[src/rtl/prog_load_ram_pkg.sv]
// +----------------------------------------------------------------------------+
// | prog_load_pkg : shared state encodings and sizing helper for prog_load_ram |
// | Rev 1.0                                                                    |
// +----------------------------------------------------------------------------+
`default_nettype none

package prog_load_pkg;

  typedef enum logic [2:0] {
    ST_IDLE = 3'd0,
    ST_LOAD = 3'd1,
    ST_CSUM = 3'd2,
    ST_RUN  = 3'd3,
    ST_ERR  = 3'd4
  } ld_state_t;

  function automatic int unsigned depth_f(input int unsigned aw);
    return 32'd1 << aw;
  endfunction

endpackage

`default_nettype wire

[src/rtl/prog_load_ram_mem_array.sv]
// +----------------------------------------------------------------------------+
// | prog_mem_array : single write port storage with registered read port       |
// | Rev 1.0                                                                    |
// +----------------------------------------------------------------------------+
`default_nettype none

module prog_mem_array #(
  parameter int ADDR_W = 4,
  parameter int DATA_W = 8
) (
  input  logic              clk,
  input  logic              reset,
  input  logic              i_we,
  input  logic [ADDR_W-1:0] i_waddr,
  input  logic [DATA_W-1:0] i_wdata,
  input  logic              i_re,
  input  logic [ADDR_W-1:0] i_raddr,
  output logic [DATA_W-1:0] o_rdata
);

  logic [DATA_W-1:0] r_mem [2**ADDR_W];
  logic [DATA_W-1:0] r_rdata;

  always_ff @(posedge clk) begin
    if (i_we) begin
      r_mem[i_waddr] <= i_wdata;
    end
  end

  // Read samples the array before this edge's write lands, so rd+wr to one address returns old data.
  always_ff @(posedge clk) begin
    if (!reset) begin
      r_rdata <= '0;
    end else if (i_re) begin
      r_rdata <= r_mem[i_raddr];
    end
  end

  assign o_rdata = r_rdata;

endmodule

`default_nettype wire

[src/rtl/prog_load_ram.sv]
// +----------------------------------------------------------------------------+
// | prog_load_ram : program/data RAM with host loader FSM gating CPU access.    |
// | Optional checksum word after load_last: define PROG_LOAD_CHECKSUM_EN.      |
// | Rev 1.0                                                                    |
// +----------------------------------------------------------------------------+
`default_nettype none

module prog_load_ram
  import prog_load_pkg::*;
#(
  parameter int ADDR_W = 4,
  parameter int DATA_W = 8
) (
  input  logic              clk,
  input  logic              reset,
  input  logic              load_start,
  input  logic [ADDR_W-1:0] load_base,
  input  logic              load_valid,
  input  logic [DATA_W-1:0] load_data,
  input  logic              load_last,
  output logic              load_ready,
  output logic              load_done,
  output logic              load_err,
  output logic              cpu_run,
  input  logic [ADDR_W-1:0] cpu_addr,
  input  logic              cpu_rd,
  output logic [DATA_W-1:0] cpu_rdata,
  input  logic              cpu_wr,
  input  logic [DATA_W-1:0] cpu_wdata
);

  localparam logic [ADDR_W:0] c_DEPTH = (ADDR_W+1)'(depth_f(ADDR_W));

  ld_state_t         r_state;
  logic [ADDR_W-1:0] r_wptr;
  logic [ADDR_W:0]   r_count;
  logic              r_load_ready;
  logic              r_load_done;
  logic              r_load_err;
  logic              r_cpu_run;
`ifdef PROG_LOAD_CHECKSUM_EN
  logic [DATA_W-1:0] r_sum;
`endif

  logic              w_hs;
  logic              w_full;
  logic              w_ld_we;
  logic              w_cpu_we;
  logic              w_we;
  logic [ADDR_W-1:0] w_waddr;
  logic [DATA_W-1:0] w_wdata;
  logic              w_re;

  assign w_hs     = load_valid & r_load_ready;
  assign w_full   = (r_count == c_DEPTH);
  // A restart or reset on the same edge wins over any pending write.
  assign w_ld_we  = reset & ~load_start & (r_state == ST_LOAD) & w_hs & ~w_full;
  assign w_cpu_we = reset & ~load_start & (r_state == ST_RUN) & cpu_wr;
  assign w_we     = w_ld_we | w_cpu_we;
  assign w_waddr  = (r_state == ST_LOAD) ? r_wptr : cpu_addr;
  assign w_wdata  = (r_state == ST_LOAD) ? load_data : cpu_wdata;
  assign w_re     = (r_state == ST_RUN) & cpu_rd;

  always_ff @(posedge clk) begin
    if (!reset) begin
      r_state      <= ST_IDLE;
      r_wptr       <= '0;
      r_count      <= '0;
      r_load_ready <= 1'b0;
      r_load_done  <= 1'b0;
      r_load_err   <= 1'b0;
      r_cpu_run    <= 1'b0;
`ifdef PROG_LOAD_CHECKSUM_EN
      r_sum        <= '0;
`endif
    end else if (load_start) begin
      r_state      <= ST_LOAD;
      r_wptr       <= load_base;
      r_count      <= '0;
      r_load_ready <= 1'b1;
      r_load_done  <= 1'b0;
      r_load_err   <= 1'b0;
      r_cpu_run    <= 1'b0;
`ifdef PROG_LOAD_CHECKSUM_EN
      r_sum        <= '0;
`endif
    end else begin
      case (r_state)
        ST_IDLE: ;
        ST_LOAD: begin
          if (w_hs) begin
            if (w_full) begin
              r_state      <= ST_ERR;
              r_load_ready <= 1'b0;
              r_load_err   <= 1'b1;
            end else begin
              r_wptr  <= r_wptr + ADDR_W'(1);
              r_count <= r_count + (ADDR_W+1)'(1);
`ifdef PROG_LOAD_CHECKSUM_EN
              r_sum   <= r_sum + load_data;
              if (load_last) begin
                r_state <= ST_CSUM;
              end
`else
              if (load_last) begin
                r_state      <= ST_RUN;
                r_load_ready <= 1'b0;
                r_load_done  <= 1'b1;
                r_cpu_run    <= 1'b1;
              end
`endif
            end
          end
        end
`ifdef PROG_LOAD_CHECKSUM_EN
        ST_CSUM: begin
          if (w_hs) begin
            r_load_ready <= 1'b0;
            if (load_data == r_sum) begin
              r_state     <= ST_RUN;
              r_load_done <= 1'b1;
              r_cpu_run   <= 1'b1;
            end else begin
              r_state    <= ST_ERR;
              r_load_err <= 1'b1;
            end
          end
        end
`endif
        ST_RUN: ;
        ST_ERR: ;
        default: begin
          r_state      <= ST_IDLE;
          r_load_ready <= 1'b0;
          r_load_done  <= 1'b0;
          r_load_err   <= 1'b0;
          r_cpu_run    <= 1'b0;
        end
      endcase
    end
  end

  prog_mem_array #(
    .ADDR_W (ADDR_W),
    .DATA_W (DATA_W)
  ) u_mem (
    .clk     (clk),
    .reset   (reset),
    .i_we    (w_we),
    .i_waddr (w_waddr),
    .i_wdata (w_wdata),
    .i_re    (w_re),
    .i_raddr (cpu_addr),
    .o_rdata (cpu_rdata)
  );

  assign load_ready = r_load_ready;
  assign load_done  = r_load_done;
  assign load_err   = r_load_err;
  assign cpu_run    = r_cpu_run;

endmodule

`default_nettype wire

[config.mk]
export PLATFORM = sky130hd
export DESIGN_NAME = prog_load_ram
export DESIGN_NICKNAME = d
export VERILOG_FILES = /design/src/rtl/prog_load_ram_pkg.sv /design/src/rtl/prog_load_ram_mem_array.sv /design/src/rtl/prog_load_ram.sv
export SDC_FILE = /design/constraint.sdc
export NUM_CORES = 1
export LEC_CHECK = 0
export CORE_ASPECT_RATIO = 0.9
export CORE_UTILIZATION = 58
export DETAILED_ROUTE_END_ITERATION = 8
export HOLD_SLACK_MARGIN = 0.1
export PLACE_DENSITY = 0.79
export RECOVER_POWER = 100
export SLEW_MARGIN = 30
export SYNTH_ARGS = -nofsm -noshare
export SYNTH_HDL_FRONTEND = slang
export SYNTH_HIERARCHICAL = 1
export SYNTH_SLANG_ARGS = --single-unit
[constraint.sdc]
create_clock -name clk -period 3.23 [get_ports clk]
set_input_delay 0.646 -clock clk [delete_from_list [all_inputs] [get_ports clk]]
set_output_delay 0.646 -clock clk [all_outputs]
set_load 0.005 [all_outputs]
After elaboration in Yosys (flattened, before gate mapping)
Memories as Yosys holds them, arrays and structs flattened. A register that Yosys moved wholly into a read port is not among the register bits.
Index checks and enable logic that the tools add are counted.
Word-level totals
  register bits: 15
  memory bits (writable): 128
  input port bits: 31
  output and inout bits: 12
  word-level logic and storage cells: 73
  memories kept: 1
Operators by class
  add/subtract/negate cells: 2
  equality and inequality tests: 13
  muxes and demuxes: 25
  bitwise operators: 13
  reduce and logical (&&, ||, !) cells: 12
Memories
  u_mem.r_mem: depth 16, bits a word 8, rd ports 1, clocked after memory_dff 1, wr ports 1, line prog_load_ram_mem_array.sv:21  | logic [DATA_W-1:0] r_mem [2**ADDR_W];
Operators with widths (count)
  $mux 4: 5
  $reduce_and 3->1: 5
  $mux 1: 12
  $ne 2x2->1 const B: 5
  $mux 3: 3
  $and 1x1->1: 8
  $mux 8: 1
  $ne 3x3->1 const B: 2
  $pmux 1 s2: 3
  $pmux 3 s2: 1
  $add 5x1->5 const B: 1
  $eq 5x5->1 const B: 1
  $add 4x1->4 const B: 1
  $ne 4x4->1 const B: 1
  $not 1->1: 4
  $reduce_and 4->1: 1
  $reduce_bool 2->1: 2
  $eq 3x1->1 const B: 1
  $eq 3x2->1 const B: 1
  $eq 3x3->1 const B: 1
  $logic_not 3->1: 1
  $reduce_or 3->1: 1
  $ne 2x1->1 const B: 1
  $reduce_or 2->1: 1
  2 further kinds: 2

Longest topological paths before layout
  word-level depth: 8
  gate-level depth with buffers: 8
  mapped depth without buffers: 7

Cells and area by module
Netlist, hierarchy kept.
Modules (own cells, without submodules)
  prog_mem_array: instances 1, cells an instance 318, area each 5351.4 um2, seq. area each 4003.8 um2
  prog_load_ram: instances 1, cells an instance 102, area each 923.4 um2, seq. area each 300.3 um2

Worst setup path before layout
OpenSTA, ideal clock, no wires.
  kind: register -> register
  start: reg r_state[0]
  end: mem u_mem.r_mem[0][0] (enable)
  library setup time: 0.383 ns
  arrival time: 2.356 ns
  required time: 2.847 ns
  setup slack: 0.491 ns
  cell stages (with the launch flop): 7
  path buffers: 2
  period minus slack after synthesis: 2.739 ns
  cells stage by stage: dfxtp_1 > nor3b_2 > buf_6 > buf_2 > mux2_2 > or3b_1 > nor3_1
On the way
  elaborated cells on any way between the ends: 11
  classes of those cells: 2 x eq/ne; 3 x mux; 6 x bitwise
RTL lines
  start: declaration: line prog_load_ram.sv:34  | ld_state_t r_state;
  start signal: assignment: line prog_load_ram.sv:66  | r_state <= ST_IDLE;
  start signal: assignment: line prog_load_ram.sv:77  | r_state <= ST_LOAD;
  start signal: assignment: line prog_load_ram.sv:93  | r_state <= ST_ERR;
  $eq 3x1->1: line prog_load_ram.sv:60  | assign w_waddr = (r_state == ST_LOAD) ? r_wptr : cpu_addr;
  $mux 4: line prog_load_ram.sv:60
  named net w_waddr[2]: line prog_load_ram.sv:50  | logic [ADDR_W-1:0] w_waddr;
  end: declaration: line prog_load_ram_mem_array.sv:21
The timed path passes the listed nets, and every way through them passes these cells.

Final worst setup path
  start: reg r_count[0]
  end: mem u_mem.r_mem[8][3] (enable)
On the way
  longest elaborated chain between the ends: 6
Ends and longest elaborated chain
  start: declaration: line prog_load_ram.sv:36  | logic [ADDR_W:0] r_count;
  start signal: assignment: line prog_load_ram.sv:98  | r_count <= r_count + (ADDR_W+1)'(1);
  $eq 5x5->1: line prog_load_ram.sv:55  | assign w_full = (r_count == c_DEPTH);
  $not 1->1 (no source line)
  $and 1x1->1: line prog_load_ram.sv:57  | assign w_ld_we = reset & ~load_start & (r_state == ST_LOAD) & w_hs & ~w_full;
  $or 1x1->1: line prog_load_ram.sv:59  | assign w_we = w_ld_we | w_cpu_we;
  named net w_we: line prog_load_ram.sv:49  | logic w_we;
  $mux 1: line prog_load_ram_mem_array.sv:25  | if (i_we) begin
  $mux 1 (not written as such): line prog_load_ram_mem_array.sv:26  | r_mem[i_waddr] <= i_wdata;
The timed path passes the listed nets, and every way through them passes these cells.

==> run_results.csv <==
group,metric,value,unit
status,status,"finished with violations",
status,violations,"DRC",
placed_design,placedInstanceArea,6850,sq um
cells_and_area,final_core_util,71.1,%
drt,via_count,3742,
cells_and_area,seq_area,4300,sq um
logic_synthesis,async_flop_share,0,%
grt,top_usage_layer,"met2",
clock_network,cts_tree,"done",
logic_synthesis,synth_top_area_share,61.3,%
grt,track_usage,24.6,%
cells_and_area,multi_input_area,1760,sq um
power_and_ir_drop,powerDensity,582,nW/um^2
placed_design,numPortBuffers,42,
sta,min_period,2.77,ns
sta,finalHoldViolations,0,
drt,drtIter0Drc,243,
logic_synthesis,ys_seq_area_share,68.6,%
sta,fin_skew,0.00645,ns
logic_synthesis,yosys-top-cells-count,"edfxtp_1, mux2i_1, nand3_1",
clock_network,ctsResizeCount,0,
grt,met1_usage,33.5,%
die,pin_count,43,
grt,antenna_found_initial,0,
die,initial_core_util,60.5,%
cells_and_area,nNetsFinal,519,
logic_synthesis,ys_ff_latch,151,
drt,drt_pass1_iterations,6,
clock_network,cts-buffers-inserted,17,
logic_synthesis,avgSynthCellArea,14.9,sq um
sta,setup_viol,0,
cells_and_area,drive_gt1_share,11.2,%
logic_synthesis,yosysWarnings,6,
logic_synthesis,netlist.top_cell.by_area,"edfxtp_1",
critical_path,worstPathMaxFanout,8,
sta,tightest_slew,0.992,ns
logic_synthesis,synthesis.nets,454,
critical_path,required,3.27,ns
power_and_ir_drop,max-vdd-ir-drop,379,uV
logic_synthesis,synth_area_leaders,"edfxtp_1, mux2i_1, dfxtp_1, a22oi_1, mux2_2",
die,rows,35,
die,die_area,11200,sq um
clock_network,hold_buffers,0,
placed_design,place_hpwl,8.25,mm
sta,maxSlewHeadroom,33.9,%
flow_run,cap_violations,0,
cells_and_area,fin_area,7380,sq um
sta,fin_setup_tns,0,ns
clock_network,clk_path_buf_depth,2,
logic_synthesis,synth_cells,420,
logic_synthesis,ys_types,40,
die,core_area,10400,sq um
clock_network,cts_setup_buffers,0,
critical_path,worst-setup-path-type,"reg -> reg",
min_path,worstHoldPathType,"reg -> reg",
drt,ant_nets,0,
critical_path,arrival,2.81,ns
power_and_ir_drop,p_leak,2.67,nW
cells_and_area,antenna_cells,0,
grt,grt_max_degree,37,
grt,grt_pass1_wl,19.9,mm
drt,drc,4,
sta,fmax,0.361,GHz
logic_synthesis,ys.flop_type,"edfxtp_1",
cells_and_area,area_delta_synth_final,17.6,%
drt,routed_wl,12.8,mm
clock_network,clkTransAtPathRegs,0.06,ns
logic_synthesis,synth-edff-count,128,
grt,grt.met2_usage,39.5,%
grt,grt_overflow_total,0,
drt,wire_per_inst,20.5,microns
placed_design,place.gp.congestion,0.810,
sta,slew_viol_final,0,
grt,use_met3,4.75,%
clock_network,root_buffer,"clkbuf_16",
critical_path,start_kind,"register",
clock_network,insertion_delay,0.41,ns
clock_network,clock-sinks,151,
sta,rsz0062_at_grt,"no",
clock_network,htree_num_levels,4,
critical_path,end_kind,"register",
drt,vias_per_cell,5.97,
grt,grt_pass1_vias,3619,
die,fp.dieH,101,microns
logic_synthesis,synth_area,6270,sq um
logic_synthesis,synth_most_common_cell,"edfxtp_1",
die,die_w,112,microns
cells_and_area,nFillCells,647,
sta,fin_crit_sh,85.7,%
==> power breakdown <==
group / switching [mW] / internal (mW)
clock network: 0.809 / 1.09
logic: 0.151 / 0.0963
registers: 0.00680 / 2.14
total: 0.966 / 3.33
==> critical path, stage by stage (launching register included) <==
cell,delay [ns]
dfxtp_1,0.35
inv_1,0.08
ha_1,0.20
nand4bb_1,0.27
nand3_1,0.33
a21oi_1,0.37
nand3b_1,0.21
nor3_1,0.17
clkbuf_1,0.43
==> cell usage in the layout, fill, tap and decap left out, types with 4 or more instances in the layout <==
cell	n
edfxtp_1	128
mux2i_1	66
nand3_1	29
clkdlybuf4s50_1	27
a22oi_1	24
nand2_1	23
dfxtp_1	23
nor2_1	19
clkbuf_16	17
a21oi_1	15
dlygate4sd3_1	14
buf_4	14
clkbuf_1	11
mux2_1	8
inv_6	7
o21ai_0	6
nor3_1	6
mux2_2	5
xor2_1	5
o21a_1	5
nor2b_1	4
nand4_1	4
==> per-layer routing <==
metal  share of wire [%]  wire (microns)  vias up
met2                  49            6350      157
li1                    -               -     1739
met5                   0               0        -
met4                 1.6             207        0
met3                 6.7             859       18
met1                  42            5420     1828
==> path summary, 6_finish.rpt <==
check,startpoint,end,slack (ns),cells past startpoint
hold / removal,u_mem/o_rdata[7],u_mem/o_rdata[7],0.45,2
setup reg to reg,r_count[0],u_mem/r_mem[8][3],0.46,8
hold reg to reg,u_mem/o_rdata[7],u_mem/o_rdata[7],0.45,2
setup / recovery,r_count[0],u_mem/r_mem[8][3],0.46,8
==> cell families after synthesis <==
group                      Yosys count  share of synthesized area [%]
DFF                                151                           68.6
and+or+nand+nor                    102                           8.29
muxes                               79                           12.9
AOI/OAI and AO/OA                   54                           5.58
buffers and inverters               25                           3.23
xor gates and xnor gates             6                          0.837
adders and majority gates            3                          0.598
==> metrics by stage <==
stage	hold WS (ns)	setup slack, ns	std cells	power, mW
2_1_floorplan	0.450	0.491	420	2.34
3_3_place_gp	0.440	0.455	595	2.43
3_5_place_dp	0.448	0.422	595	2.43
4_1_cts	0.464	0.696	627	4.32
5_1_grt	0.479	0.272	627	4.41
6_report	0.452	0.461	627	4.29
==> flip-flops by register name, summed over array words and instances, names as in the netlist <==
| register | cells |
|---|---|
| load_ready | 1 |
| cpu_run | 1 |
| r_wptr | 4 |
| r_count | 5 |
| load_err | 1 |
| u_mem/r_mem | 128 |
| r_state | 3 |
| u_mem/o_rdata | 8 |
==> cell type report <==
cell class                 count  share of cell area, %
sequential                   151                   58.3
clock buffer                  17                   5.77
clock inverter                15                   2.10
timing repair buffer          67                   7.61
multi-input combinational    244                   23.8
inverter                       4                  0.203
tap                          129                   2.19
(Power assumes the default switching activity.)
==> patch 1, RTL diff (config.mk and constraints unchanged) <==
`DATA_W` is set to 8 in 2 places; all go to 12.
--- a/src/rtl/prog_load_ram_mem_array.sv
+++ b/src/rtl/prog_load_ram_mem_array.sv
@@ -6,7 +6,7 @@
 
 module prog_mem_array #(
   parameter int ADDR_W = 4,
-  parameter int DATA_W = 8
+  parameter int DATA_W = 12
 ) (
   input  logic              clk,
   input  logic              reset,
--- a/src/rtl/prog_load_ram.sv
+++ b/src/rtl/prog_load_ram.sv
@@ -9,7 +9,7 @@
   import prog_load_pkg::*;
 #(
   parameter int ADDR_W = 4,
-  parameter int DATA_W = 8
+  parameter int DATA_W = 12
 ) (
   input  logic              clk,
   input  logic              reset,
Ports: changed (resized cpu_rdata, cpu_wdata and load_data); port bits go from 43 to 55. No check against the original RTL was run, so the function may have changed too.
==> patch 1 against the original RTL <==
- sequential cell count rose by 68
- combinational power rose by 40%
- final area rose by 40%
- clock skew increased by 0.0034 ns
- sequential share of layout area is 2.6 points higher
- synthesized area increased by 42%
- critical endpoint is now u_mem/o_rdata[9]$_SDFFE_PN0P_
- worst setup slack worse by 0.17 ns
- count of clock-buffer cells in the layout up 17
- wire length up 54%
- power grew 36%
- via count increased by 39%
- synthesized cell count up 36%
==> patch 1: results (changes against the original RTL) <==
stage;metric;value;unit;change
final_layout;drive_above_1_share;10.3;%;-0.97 points
final_layout;final_nets;690;;+33%
route;drt-vias-per-instance;6.04;;+1.3%
clock_network;cts_buffers;21;;+4
final_layout;nFillCells;1003;;+55%
clock_network;clk_pin_slew_worst_paths;0.06;ns;about the same
placed_design;dpl_worst_slack;0.240;ns;-0.182 ns
timing;tightest_slew;1.09;ns;+0.0971 ns
route;dr.pass1.iters;5;;-1
route;routed_wirelength;19.7;mm;+54%
timing;fin_skew;0.00986;ns;+0.00341 ns
grt;grt_first_pass_wirelength;30.0;mm;+51%
synth;synth_fa_ha_area_share;0.422;%;-0.18 points
synth;yosys-top-cells-count;edfxtp_1, mux2i_1, nand3_1;;
critical_path;cp_max_fo;13;;+5
placed_design;gp_congestion;0.834;;+3.1%
final_layout;largest_reg_flops;192;;+50%
clock_network;cts_max_level;1;;-3
clock_network;post_cts_resized;0;;unchanged
worst_hold_path;hold_path_class;reg -> reg;;
power;vdd_drop_max;0.320;mV;-16%
synth;async_flop_share;0;%;unchanged
grt;grt_max_degree;97;;+160%
final_layout;antenna_cells;0;;unchanged
synth;yosysWarnings;6;;unchanged
clock_network;clock-root-buffer;clkbuf_16;;
synth;synth-xor-area-share;0.591;%;-0.25 points
critical_path;reg2reg_slack;0.51;ns;+0.05 ns
synth;syn_nets;612;;+35%
clock_network;cts_tree;yes;;
synth;synthDistinctLibCells;39;;-2.5%
clock_network;clock_insertion_delay_worst_skew;0.48;ns;+0.07 ns
synth;synth_edf_count;192;;+50%
route;routedWlPerCell;23.0;um;+12%
placed_design;io_buffers;54;;+29%
clock_network;cts_setup_buffers;0;;unchanged
placed_design;dp_cells;823;;+38%
clock_network;clk_path_buf_depth;3;;+1
synth;synthMuxAreaShare;13.2;%;+0.32 points
job;drv_cap;0;;unchanged
synth;synth_area_leaders;edfxtp_1, mux2i_1, dfxtp_1, a22oi_1, nand3_1;;
outcome;outcome;finished, final reports clean;;
synth;synth_compound_area_share;5.16;%;-0.42 points
power;total_leakage_power;3.72;nW;+39%
route;drt-initial-drc-count;672;;+180%
synth;ys_seq_area_share;70.9;%;+2.3 points
final_layout;top_register;u_mem/r_mem;;
power;sw_frac_of_total;20.2;%;-2.3 points
critical_path;arrival;3.30;ns;+0.49 ns
critical_path;r2r_end;u_mem/r_mem[3][6]$_DFFE_PP_;;
grt;track_usage;25.8;%;+1.2 points
grt;grt_pass1_vias;5178;;+43%
placed_design;dpl.hpwl;12.7;mm;+55%
synth;syn_inst;570;;+36%
grt;antenna_found_initial;0;;unchanged
[patch 1: critical path, cell delays in order]
cell	delay [ns]
dlygate4sd3_1	0.66
nor2b_1	0.89
clkbuf_1	0.56
a22oi_1	0.30
nand3_1	0.16
nand3_1	0.08
[patch 1: how the worst max path moves through the flow]
stage	cells past startpoint	slack (ns)	from	endpoint
floorplan	6	0.17	load_valid	u_mem/r_mem[0][0]$_DFFE_PP_
global placement	7	0.25	load_valid	u_mem/r_mem[0][3]$_DFFE_PP_
detailed placement	7	0.24	load_valid	u_mem/r_mem[3][6]$_DFFE_PP_
CTS	8	0.69	r_count[0]$_SDFFE_PP0P_	u_mem/r_mem[3][6]$_DFFE_PP_
global route	7	0.24	load_valid	u_mem/r_mem[0][5]$_DFFE_PP_
finish	6	0.29	cpu_addr[0]	u_mem/o_rdata[9]$_SDFFE_PN0P_
[patch 1: area by class of cell]
cell class | count | area [sq um] | area share, %
flip-flops and latches | 219 | 6310 | 60.9
well taps | 198 | 248 | 2.39
clock inverters | 3 | 65.1 | 0.628
multi-input cells | 316 | 2340 | 22.6
repair buffers | 86 | 774 | 7.48
clock buffers | 34 | 604 | 5.84
inverters | 4 | 15.0 | 0.145
[patch 1: routing by layer]
layer | vias up | GRT usage, % | part of all wire (%)
met1 | 2522 | 37.3 | 41
met2 | 287 | 41.9 | 47
met4 | 0 | 6.39 | 2.3
li1 | 2346 | - | -
met5 | - | 0 | 0
met3 | 43 | 3.41 | 9.5
[patch 1: per-stage QoR]
step	area (sq um)	hold slack, ns	power (mW)
finish	10400	0.451	5.85
global route	10400	0.479	6.00
CTS	10400	0.462	5.88
detailed placement	9720	0.448	3.52
global placement	9720	0.441	3.51
floorplan	8890	0.450	3.39
[patch 1: cells by family (layout without fill, tap and decap cells)]
kind of cell    after synthesis  after routing
mux                         115            115
compound gates               69             69
xor+xnor                      6              6
flops                       219            219
simple gates                123            123
fa+ha+maj                     3              3
buf+inv                      35            127
[patch 1: power by group through the flow]
stage,Combinational [mW],Sequential (mW),Clock [mW]
6_report,0.345,3.12,2.39
5_1_grt,0.364,3.12,2.52
4_1_cts,0.349,3.12,2.41
3_5_place_dp,0.346,3.18,0
3_3_place_gp,0.336,3.18,0
2_1_floorplan,0.211,3.17,0
==> patch 2, RTL diff (same flow settings) <==
Without the edit above. Encoding of `ld_state_t`: now one-hot (5 bits for 5 states).
--- a/src/rtl/prog_load_ram_pkg.sv
+++ b/src/rtl/prog_load_ram_pkg.sv
@@ -6,12 +6,12 @@
 
 package prog_load_pkg;
 
-  typedef enum logic [2:0] {
-    ST_IDLE = 3'd0,
-    ST_LOAD = 3'd1,
-    ST_CSUM = 3'd2,
-    ST_RUN  = 3'd3,
-    ST_ERR  = 3'd4
+  typedef enum logic [4:0] {
+    ST_IDLE = 5'b00001,
+    ST_LOAD = 5'b00010,
+    ST_CSUM = 5'b00100,
+    ST_RUN  = 5'b01000,
+    ST_ERR  = 5'b10000
   } ld_state_t;
 
   function automatic int unsigned depth_f(input int unsigned aw);
Function: same outputs for any inputs over 4 cycles, from zero or initial values and one cycle with reset low; so few cycles prove little.
==> patch 2 against the original RTL <==
- count of clock-buffer cells in the layout increased by 5
- power decreased by 1.1%
- wire length increased by 6.1%
- critical path depth increased by 1
- worst setup slack got worse by 0.080 ns
- first-iteration DRC count increased by 74%
- final area increased by 0.36%
- combinational power decreased by 8.1%
- synthesized area increased by 0.54%
- sequential cell count unchanged
- critical path type unchanged
- largest power group unchanged
- highest routed layer unchanged
==> patch 2: results (changes against the original RTL) <==
stage;metric;value;unit;change
timing;fin_skew;0.00668;ns;+0.000228 ns
grt;track_usage;25.6;%;+0.97 points
critical_path;slowest_delay;0.59;ns;+0.16 ns
route;routedWlPerCell;21.5;um;+4.9%
critical_path;cp_slowest_cell;a2111oi_0;;
final_layout;final_nets;526;;+1.3%
synth;syn_inst;427;;+1.7%
placed_design;gp_congestion;0.850;;+5.0%
critical_path;r2r_end;u_mem/r_mem[2][4]$_DFFE_PP_;;
timing;worst_slack;0.381;ns;-0.0803 ns
power;total_leakage_power;2.62;nW;-1.9%
critical_path;r2r_start;r_count[1]$_SDFFE_PP0P_;;
grt;grt_first_pass_wirelength;20.6;mm;+3.6%
placed_design;dp_cells;602;;+1.2%
route;routed_wirelength;13.6;mm;+6.1%
final_layout;drive_above_1_share;9.31;%;-1.9 points
route;drt-vias-per-instance;6.03;;+1.1%
placed_design;dpl.hpwl;8.71;mm;+5.6%
route;drt-initial-drc-count;424;;+74%
power;vdd_drop_max;0.498;mV;+32%
worst_hold_path;min_to;u_mem/o_rdata[3]$_SDFFE_PN0P_;;
outcome;outcome;finished, final reports clean;;
route;dr.pass1.iters;5;;-1
synth;yosys-top-cells-count;edfxtp_1, mux2i_1, nand3_1;;
placed_design;place_area;6900;sq um;+0.64%
worst_hold_path;min_from;u_mem/o_rdata[3]$_SDFFE_PN0P_;;
## patch 2: report_power, final
part	leakage, nW	internal, mW	switching (mW)
Combinational	1.01	0.0905	0.136
Sequential	1.34	2.13	0.00974
Clock	0.271	1.17	0.712
## patch 2: final cells by class
type                            count  area, sq um  area share (%)
Sequential cell                   151         4300            58.1
Multi-Input combinational cell    250         1800            24.4
Timing Repair Buffer               68          551            7.43
Clock buffer                       22          464            6.27
Tap cell                          129          161            2.18
Clock inverter                     10          105            1.42
Inverter                            4         15.0           0.203
## patch 2: cells by family after synthesis
kind of cell,synth area share (%)
adders and majority gates,0.595
muxes,12.5
buffers and inverters,3.17
AOI/OAI and AO/OA,5.65
and+or+nand+nor,8.79
xor gates and xnor gates,1.11
DFF,68.2
## patch 2: layer usage
layer | track usage [%] | vias to the layer above | wire, um
met2 | 42.7 | 139 | 6660
met3 | 7.10 | 17 | 936
li1 | - | 1769 | -
met1 | 32.9 | 1900 | 5850
met5 | 0 | - | 0
met4 | 8.21 | 0 | 164
